--- config.mk ---
export PLATFORM = sky130hd
export DESIGN_NAME = con_eval_unit_flat
export DESIGN_NICKNAME = d
export VERILOG_FILES = /design/src/rtl/con_eval_unit_if.sv /design/src/rtl/con_eval_unit.sv /design/src/flat_wrapper.sv
export SDC_FILE = /design/constraint.sdc
export NUM_CORES = 1
export LEC_CHECK = 0
export ABC_AREA = 0
export BUFFER_PORTS_ARGS = -buffer_cell sky130_fd_sc_hd__buf_4
export CAP_MARGIN = 20
export CORE_MARGIN = 2
export CORE_UTILIZATION = 30
export DETAILED_ROUTE_END_ITERATION = 12
export GPL_TIMING_DRIVEN = 1
export SLEW_MARGIN = 10
export SYNTH_ARGS = -nofsm -noshare
export SYNTH_HDL_FRONTEND = slang
export SYNTH_SLANG_ARGS = --single-unit
--- constraint.sdc ---
create_clock -name clock -period 2.8 [get_ports clock]
set_input_delay 0.84 -clock clock [delete_from_list [all_inputs] [get_ports clock]]
set_output_delay 0.84 -clock clock [all_outputs]
set_load 0.01 [all_outputs]
--- src/rtl/con_eval_unit_if.sv ---
// Handshake and result bundle between the control unit and the branch
// condition evaluator, plus a debug view of the evaluator FSM state.
interface con_eval_unit_if;
    logic        con_in;
    logic [3:0]  cond_sel;
    logic [31:0] bus_data;
    logic        con_ack;
    logic        count_clr;
    logic        con_out;
    logic        con_valid;
    logic        sel_err;
    logic [15:0] taken_cnt;
    logic [15:0] ntaken_cnt;
    logic [1:0]  fsm_state;

    // con_in is a one-cycle strobe honoured only in IDLE; a result is offered
    // with con_valid=1 and is held until con_ack=1 is seen at a rising edge.
    modport master (
        output con_in, cond_sel, bus_data, con_ack, count_clr,
        input  con_out, con_valid, sel_err, taken_cnt, ntaken_cnt, fsm_state
    );

    modport slave (
        input  con_in, cond_sel, bus_data, con_ack, count_clr,
        output con_out, con_valid, sel_err, taken_cnt, ntaken_cnt, fsm_state
    );
endinterface

--- src/rtl/con_eval_unit.sv ---
// Branch condition evaluator: captures a bus value and one-hot condition,
// decides taken/not-taken, and keeps saturating taken/not-taken statistics.
module con_eval_unit (
    input  logic          clock,
    input  logic          clear,
    con_eval_unit_if.slave bus
);

    typedef enum logic [1:0] {
        IDLE  = 2'd0,
        EVAL  = 2'd1,
        VALID = 2'd2
    } state_t;

    state_t      state_q;
    state_t      state_d;
    logic [31:0] cap_data;
    logic [3:0]  cap_sel;
    logic        con_out_q;
    logic        sel_err_q;
    logic [15:0] taken_q;
    logic [15:0] ntaken_q;
    logic        sel_ok;
    logic        decision;

    always_ff @(posedge clock or negedge clear) begin
        if (!clear) begin
            state_q <= IDLE;
        end else begin
            state_q <= state_d;
        end
    end

    always_comb begin
        state_d = state_q;
        case (state_q)
            IDLE:    if (bus.con_in)  state_d = EVAL;
            EVAL:    state_d = VALID;
            VALID:   if (bus.con_ack) state_d = IDLE;
            default: state_d = IDLE;
        endcase
    end

    // Decision uses only the captured copies so later bus activity cannot
    // disturb a pending result.
    always_comb begin
        sel_ok   = 1'b1;
        decision = 1'b0;
        case (cap_sel)
            4'b0001: decision = (cap_data == 32'd0);
            4'b0010: decision = (cap_data != 32'd0);
            4'b0100: decision = ~cap_data[31];
            4'b1000: decision = cap_data[31];
            default: sel_ok   = 1'b0;
        endcase
    end

    always_ff @(posedge clock or negedge clear) begin
        if (!clear) begin
            cap_data <= 32'd0;
            cap_sel  <= 4'd0;
        end else if (state_q == IDLE && bus.con_in) begin
            cap_data <= bus.bus_data;
            cap_sel  <= bus.cond_sel;
        end
    end

    always_ff @(posedge clock or negedge clear) begin
        if (!clear) begin
            con_out_q <= 1'b0;
            sel_err_q <= 1'b0;
        end else if (state_q == EVAL) begin
            con_out_q <= decision;
            if (!sel_ok) begin
                sel_err_q <= 1'b1;
            end
        end
    end

    // Counter clear wins over a same-cycle increment; both counters stick at
    // all-ones rather than wrapping.
    always_ff @(posedge clock or negedge clear) begin
        if (!clear) begin
            taken_q  <= 16'd0;
            ntaken_q <= 16'd0;
        end else if (bus.count_clr) begin
            taken_q  <= 16'd0;
            ntaken_q <= 16'd0;
        end else if (state_q == EVAL && sel_ok) begin
            if (decision) begin
                if (taken_q != 16'hFFFF) begin
                    taken_q <= taken_q + 16'd1;
                end
            end else begin
                if (ntaken_q != 16'hFFFF) begin
                    ntaken_q <= ntaken_q + 16'd1;
                end
            end
        end
    end

    assign bus.con_out    = con_out_q;
    assign bus.con_valid  = (state_q == VALID);
    assign bus.sel_err    = sel_err_q;
    assign bus.taken_cnt  = taken_q;
    assign bus.ntaken_cnt = ntaken_q;
    assign bus.fsm_state  = state_q;

endmodule

--- src/flat_wrapper.sv ---
// flat-port wrapper written by rule: the top's interface ports become plain ports
module con_eval_unit_flat 
  (clock, clear, bus_con_in, bus_cond_sel, bus_bus_data, bus_con_ack, bus_count_clr, bus_con_out, bus_con_valid, bus_sel_err, bus_taken_cnt, bus_ntaken_cnt, bus_fsm_state);
  con_eval_unit_if bus_i ();
  input  logic clock;
  input  logic clear;
  input wire logic [$bits(bus_i.con_in)-1:0] bus_con_in;
  input wire logic [$bits(bus_i.cond_sel)-1:0] bus_cond_sel;
  input wire logic [$bits(bus_i.bus_data)-1:0] bus_bus_data;
  input wire logic [$bits(bus_i.con_ack)-1:0] bus_con_ack;
  input wire logic [$bits(bus_i.count_clr)-1:0] bus_count_clr;
  output wire logic [$bits(bus_i.con_out)-1:0] bus_con_out;
  output wire logic [$bits(bus_i.con_valid)-1:0] bus_con_valid;
  output wire logic [$bits(bus_i.sel_err)-1:0] bus_sel_err;
  output wire logic [$bits(bus_i.taken_cnt)-1:0] bus_taken_cnt;
  output wire logic [$bits(bus_i.ntaken_cnt)-1:0] bus_ntaken_cnt;
  output wire logic [$bits(bus_i.fsm_state)-1:0] bus_fsm_state;
  assign bus_i.con_in = bus_con_in;
  assign bus_i.cond_sel = bus_cond_sel;
  assign bus_i.bus_data = bus_bus_data;
  assign bus_i.con_ack = bus_con_ack;
  assign bus_i.count_clr = bus_count_clr;
  assign bus_con_out = bus_i.con_out;
  assign bus_con_valid = bus_i.con_valid;
  assign bus_sel_err = bus_i.sel_err;
  assign bus_taken_cnt = bus_i.taken_cnt;
  assign bus_ntaken_cnt = bus_i.ntaken_cnt;
  assign bus_fsm_state = bus_i.fsm_state;
  con_eval_unit u_core (.clock(clock), .clear(clear), .bus(bus_i));
endmodule
==> results.sh <==
export IMPL_timing_hold_ws_ns=0.481
export IMPL_syn_avg_cell_area_um2=11.2
export IMPL_cts_setup_buffers=0
export IMPL_finalHoldViolations=0
export IMPL_netlist_instances=307
export IMPL_gp_congestion=0.740
export IMPL_final_cell_mix="82 x buf_4, 72 x dfrtp_1, 39 x mux2_2"
export IMPL_dp_hpwl_um=5430
export IMPL_cts_sinks=72
export IMPL_clk_pin_slew_worst_paths_ns=0.06
export IMPL_grt_pass1_wl_um=13300
export IMPL_timing_fmax_mhz=396
export IMPL_critPathCaptureType="register"
export IMPL_grt_usage_pct=13.3
export IMPL_hold_buffers=0
export IMPL_top_level_ports=78
export IMPL_hold_depth=1
export IMPL_placed_area_um2=4160
export IMPL_synth_compound_area_share_pct=11.0
export IMPL_avgViaCountPerCell=5.12
export IMPL_drtPass1Iterations=4
export IMPL_grt_max_degree=42
export IMPL_cpMaxStageDelayCell="a31o_1"
export IMPL_finalSetupTns_ns=0
export IMPL_synth_adder_area_share_pct=0.728
export IMPL_rows=39
export IMPL_layout_drive_gt1_share_pct=37.3
export IMPL_place_ws_ns=0.295
export IMPL_rsz0062_at_grt="false"
export IMPL_timing_final_crit_share_pct=90.2
export IMPL_syn_area_um2=3440
export IMPL_insertion_delay_ns=0.33
export IMPL_maxSlewViolCount=0
export IMPL_reg2reg_depth=6
export IMPL_power_mw=3.63
export IMPL_synth_area_mux_share_pct=13.1
export IMPL_fin_area_um2=4480
export IMPL_max_slew_margin_pct=46.4
export IMPL_drc_errors=0
export IMPL_ir_drop_uv=353
export IMPL_port_buffers=77
export IMPL_cp_top_family="compound AO/OA/AOI/OAI gates"
export IMPL_final_setup_viol_count=0
export IMPL_diodes=0
export IMPL_die_area_um2=12300
export IMPL_status="completed"
export IMPL_worst_pin_slew_ns=0.803
export IMPL_crit_buf_inv=0
export IMPL_cp_max_fo=25
export IMPL_p_per_area_nw_per_um2=810
export IMPL_synth_seq_cells=72
export IMPL_htree_num_levels=3
export IMPL_seq_area_frac_synth_pct=52.4
export IMPL_die_x_um=111
export IMPL_finClkSkew_ns=0.00916
export IMPL_min_path_type="register to register"
export IMPL_final_instance_count_excl_fill=532
export IMPL_ant_nets=0
export IMPL_critPathKind="register to register"
export IMPL_synth_cell_types=45
export IMPL_drtIter0Drc=63
export IMPL_ys_async_sr_fraction_pct=100
export IMPL_synth_nets=350
export IMPL_mostFrequentLayoutCell="buf_4"
export IMPL_final_nets=427
export IMPL_grt_pass1_vias=2708
export IMPL_synth_top_family_by_area="simple AND/OR/NAND/NOR gates"
export IMPL_yosysWarnings=0
export IMPL_post_cts_resized=0
export IMPL_grt_overflow_total=0
export IMPL_die_h_um=111
export IMPL_synth_edff_count=0
export IMPL_antenna_found_initial=0
export IMPL_cts_buffers=9
export IMPL_synth_xor_area_share_pct=0.764
export IMPL_startpoint_type="register"
export IMPL_crit_start="u_core.cap_sel[3]$_DFFE_PN0P_"
export IMPL_area_growth_pct=30.2
export IMPL_worst_ep_arrival_time_ns=2.74
export IMPL_cp_slowest_stage_delay_ns=0.46
export IMPL_synthFlopType="dfrtp_1"
export IMPL_cts_tree="built"
export IMPL_crit_cells=6
export IMPL_dpl_cell_count=516
export IMPL_cap_violations=0
export IMPL_reg2reg_from="u_core.cap_sel[3]$_DFFE_PN0P_"
export IMPL_num_vias=2724
export IMPL_synth_simple_area_share_pct=18.9
export IMPL_wl_um=7900
export IMPL_start_util_pct=30.4
export IMPL_cp_cell_sequence="xnor2_1 > or3_1 > a31o_2 > a31o_1 > nor4_1 > mux2_2"
export IMPL_hold_path_startpoint="u_core.bus.sel_err$_DFFE_PN0P_"
export IMPL_critical_path_required_ns=3.01
export IMPL_root_buffer="clkbuf_16"
export IMPL_leakage_nw=1.90
export IMPL_clockBufferDepth=2
export IMPL_wl_per_cell_um=14.8
export IMPL_setup_slack_ns=0.273
export IMPL_coreArea_um2=11300
export IMPL_fin_crit_ns=2.53
export IMPL_post_route_util_pct=39.5
==> where the power goes <==
group / internal [mW] / total, mW / leakage [nW] / switching [mW]
logic: 0.450 / 0.836 / 0.827 / 0.386
registers: 1.33 / 1.54 / 0.916 / 0.214
clock network: 0.800 / 1.25 / 0.158 / 0.448
total: 2.58 / 3.63 / 1.90 / 1.05
==> layout make-up <==
cell class              instances  area [um^2]
fillers                      1114         6840
flip-flops and latches         72         1800
multi-input cells             212         1530
repair buffers                 82          616
clock buffers                  10          239
well taps                     143          179
clock inverters                 6         82.6
inverters                       7         26.3
==> per-layer routing <==
metal  GRT usage [%]  vias up  routed length [um]
met5               0        -                   0
met2            20.6       64                3640
met4            5.60        0                 129
li1                -     1316                   -
met1            17.7     1335                3660
met3            3.66        9                 470
==> synth_stat cells, types with 2 or more instances <==
cell type	n	area [um^2]
nand2_1	13	48.8
mux2_2	39	439
clkbuf_1	10	37.5
nor2_1	11	41.3
ha_1	2	25.0
nand4b_1	2	17.5
or3_1	9	56.3
nor4_1	11	68.8
nand4_1	5	31.3
buf_6	3	33.8
xnor2_1	2	17.5
or4_1	15	113
nor3_1	3	15.0
o21ai_0	11	55.1
o31ai_1	15	113
inv_1	7	26.3
dfrtp_1	72	1800
a21oi_1	23	115
buf_1	2	7.51
nor3b_1	2	15.0
and3_1	8	50.1
nor2b_1	3	18.8
nand2b_1	2	12.5
o21ba_2	2	20.0
o31a_1	2	17.5
nand3_1	14	70.1
==> path summary, 6_finish.rpt <==
| kind | slack [ns] | endpoint |
|---|---|---|
| max in group asynchronous | 1.66 | u_core.cap_data[29]$_DFFE_PN0P_ |
| min in group asynchronous | 0.49 | u_core.cap_data[10]$_DFFE_PN0P_ |
| hold reg to reg | 0.48 | u_core.bus.sel_err$_DFFE_PN0P_ |
| setup reg to reg | 0.27 | u_core.bus.taken_cnt[5]$_DFFE_PN0P_ |
| setup / recovery | 0.27 | u_core.bus.taken_cnt[5]$_DFFE_PN0P_ |
| hold / removal | 0.48 | u_core.bus.sel_err$_DFFE_PN0P_ |
==> registers in the layout (all words and copies together) (netlist names) <==
name,flops
u_core.bus.fsm_state,2
u_core.cap_data,32
u_core.bus.sel_err,1
u_core.cap_sel,4
u_core.bus.taken_cnt,16
u_core.bus.ntaken_cnt,16
u_core.bus.con_out,1
==> cell families after synthesis <==
logic type | count (synthesis)
simple gates | 107
flops | 72
compound gates | 60
mux | 40
buf+inv | 23
xor+xnor | 3
fa+ha+maj | 2
==> worst register-to-register path, cell delays in order (launching register included) <==
cell     delay [ns]
dfrtp_1        0.45
xnor2_1        0.15
or3_1          0.32
a31o_2         0.28
a31o_1         0.46
nor4_1         0.37
mux2_2         0.38
No activity file was read; power rests on OpenSTA's default activity.
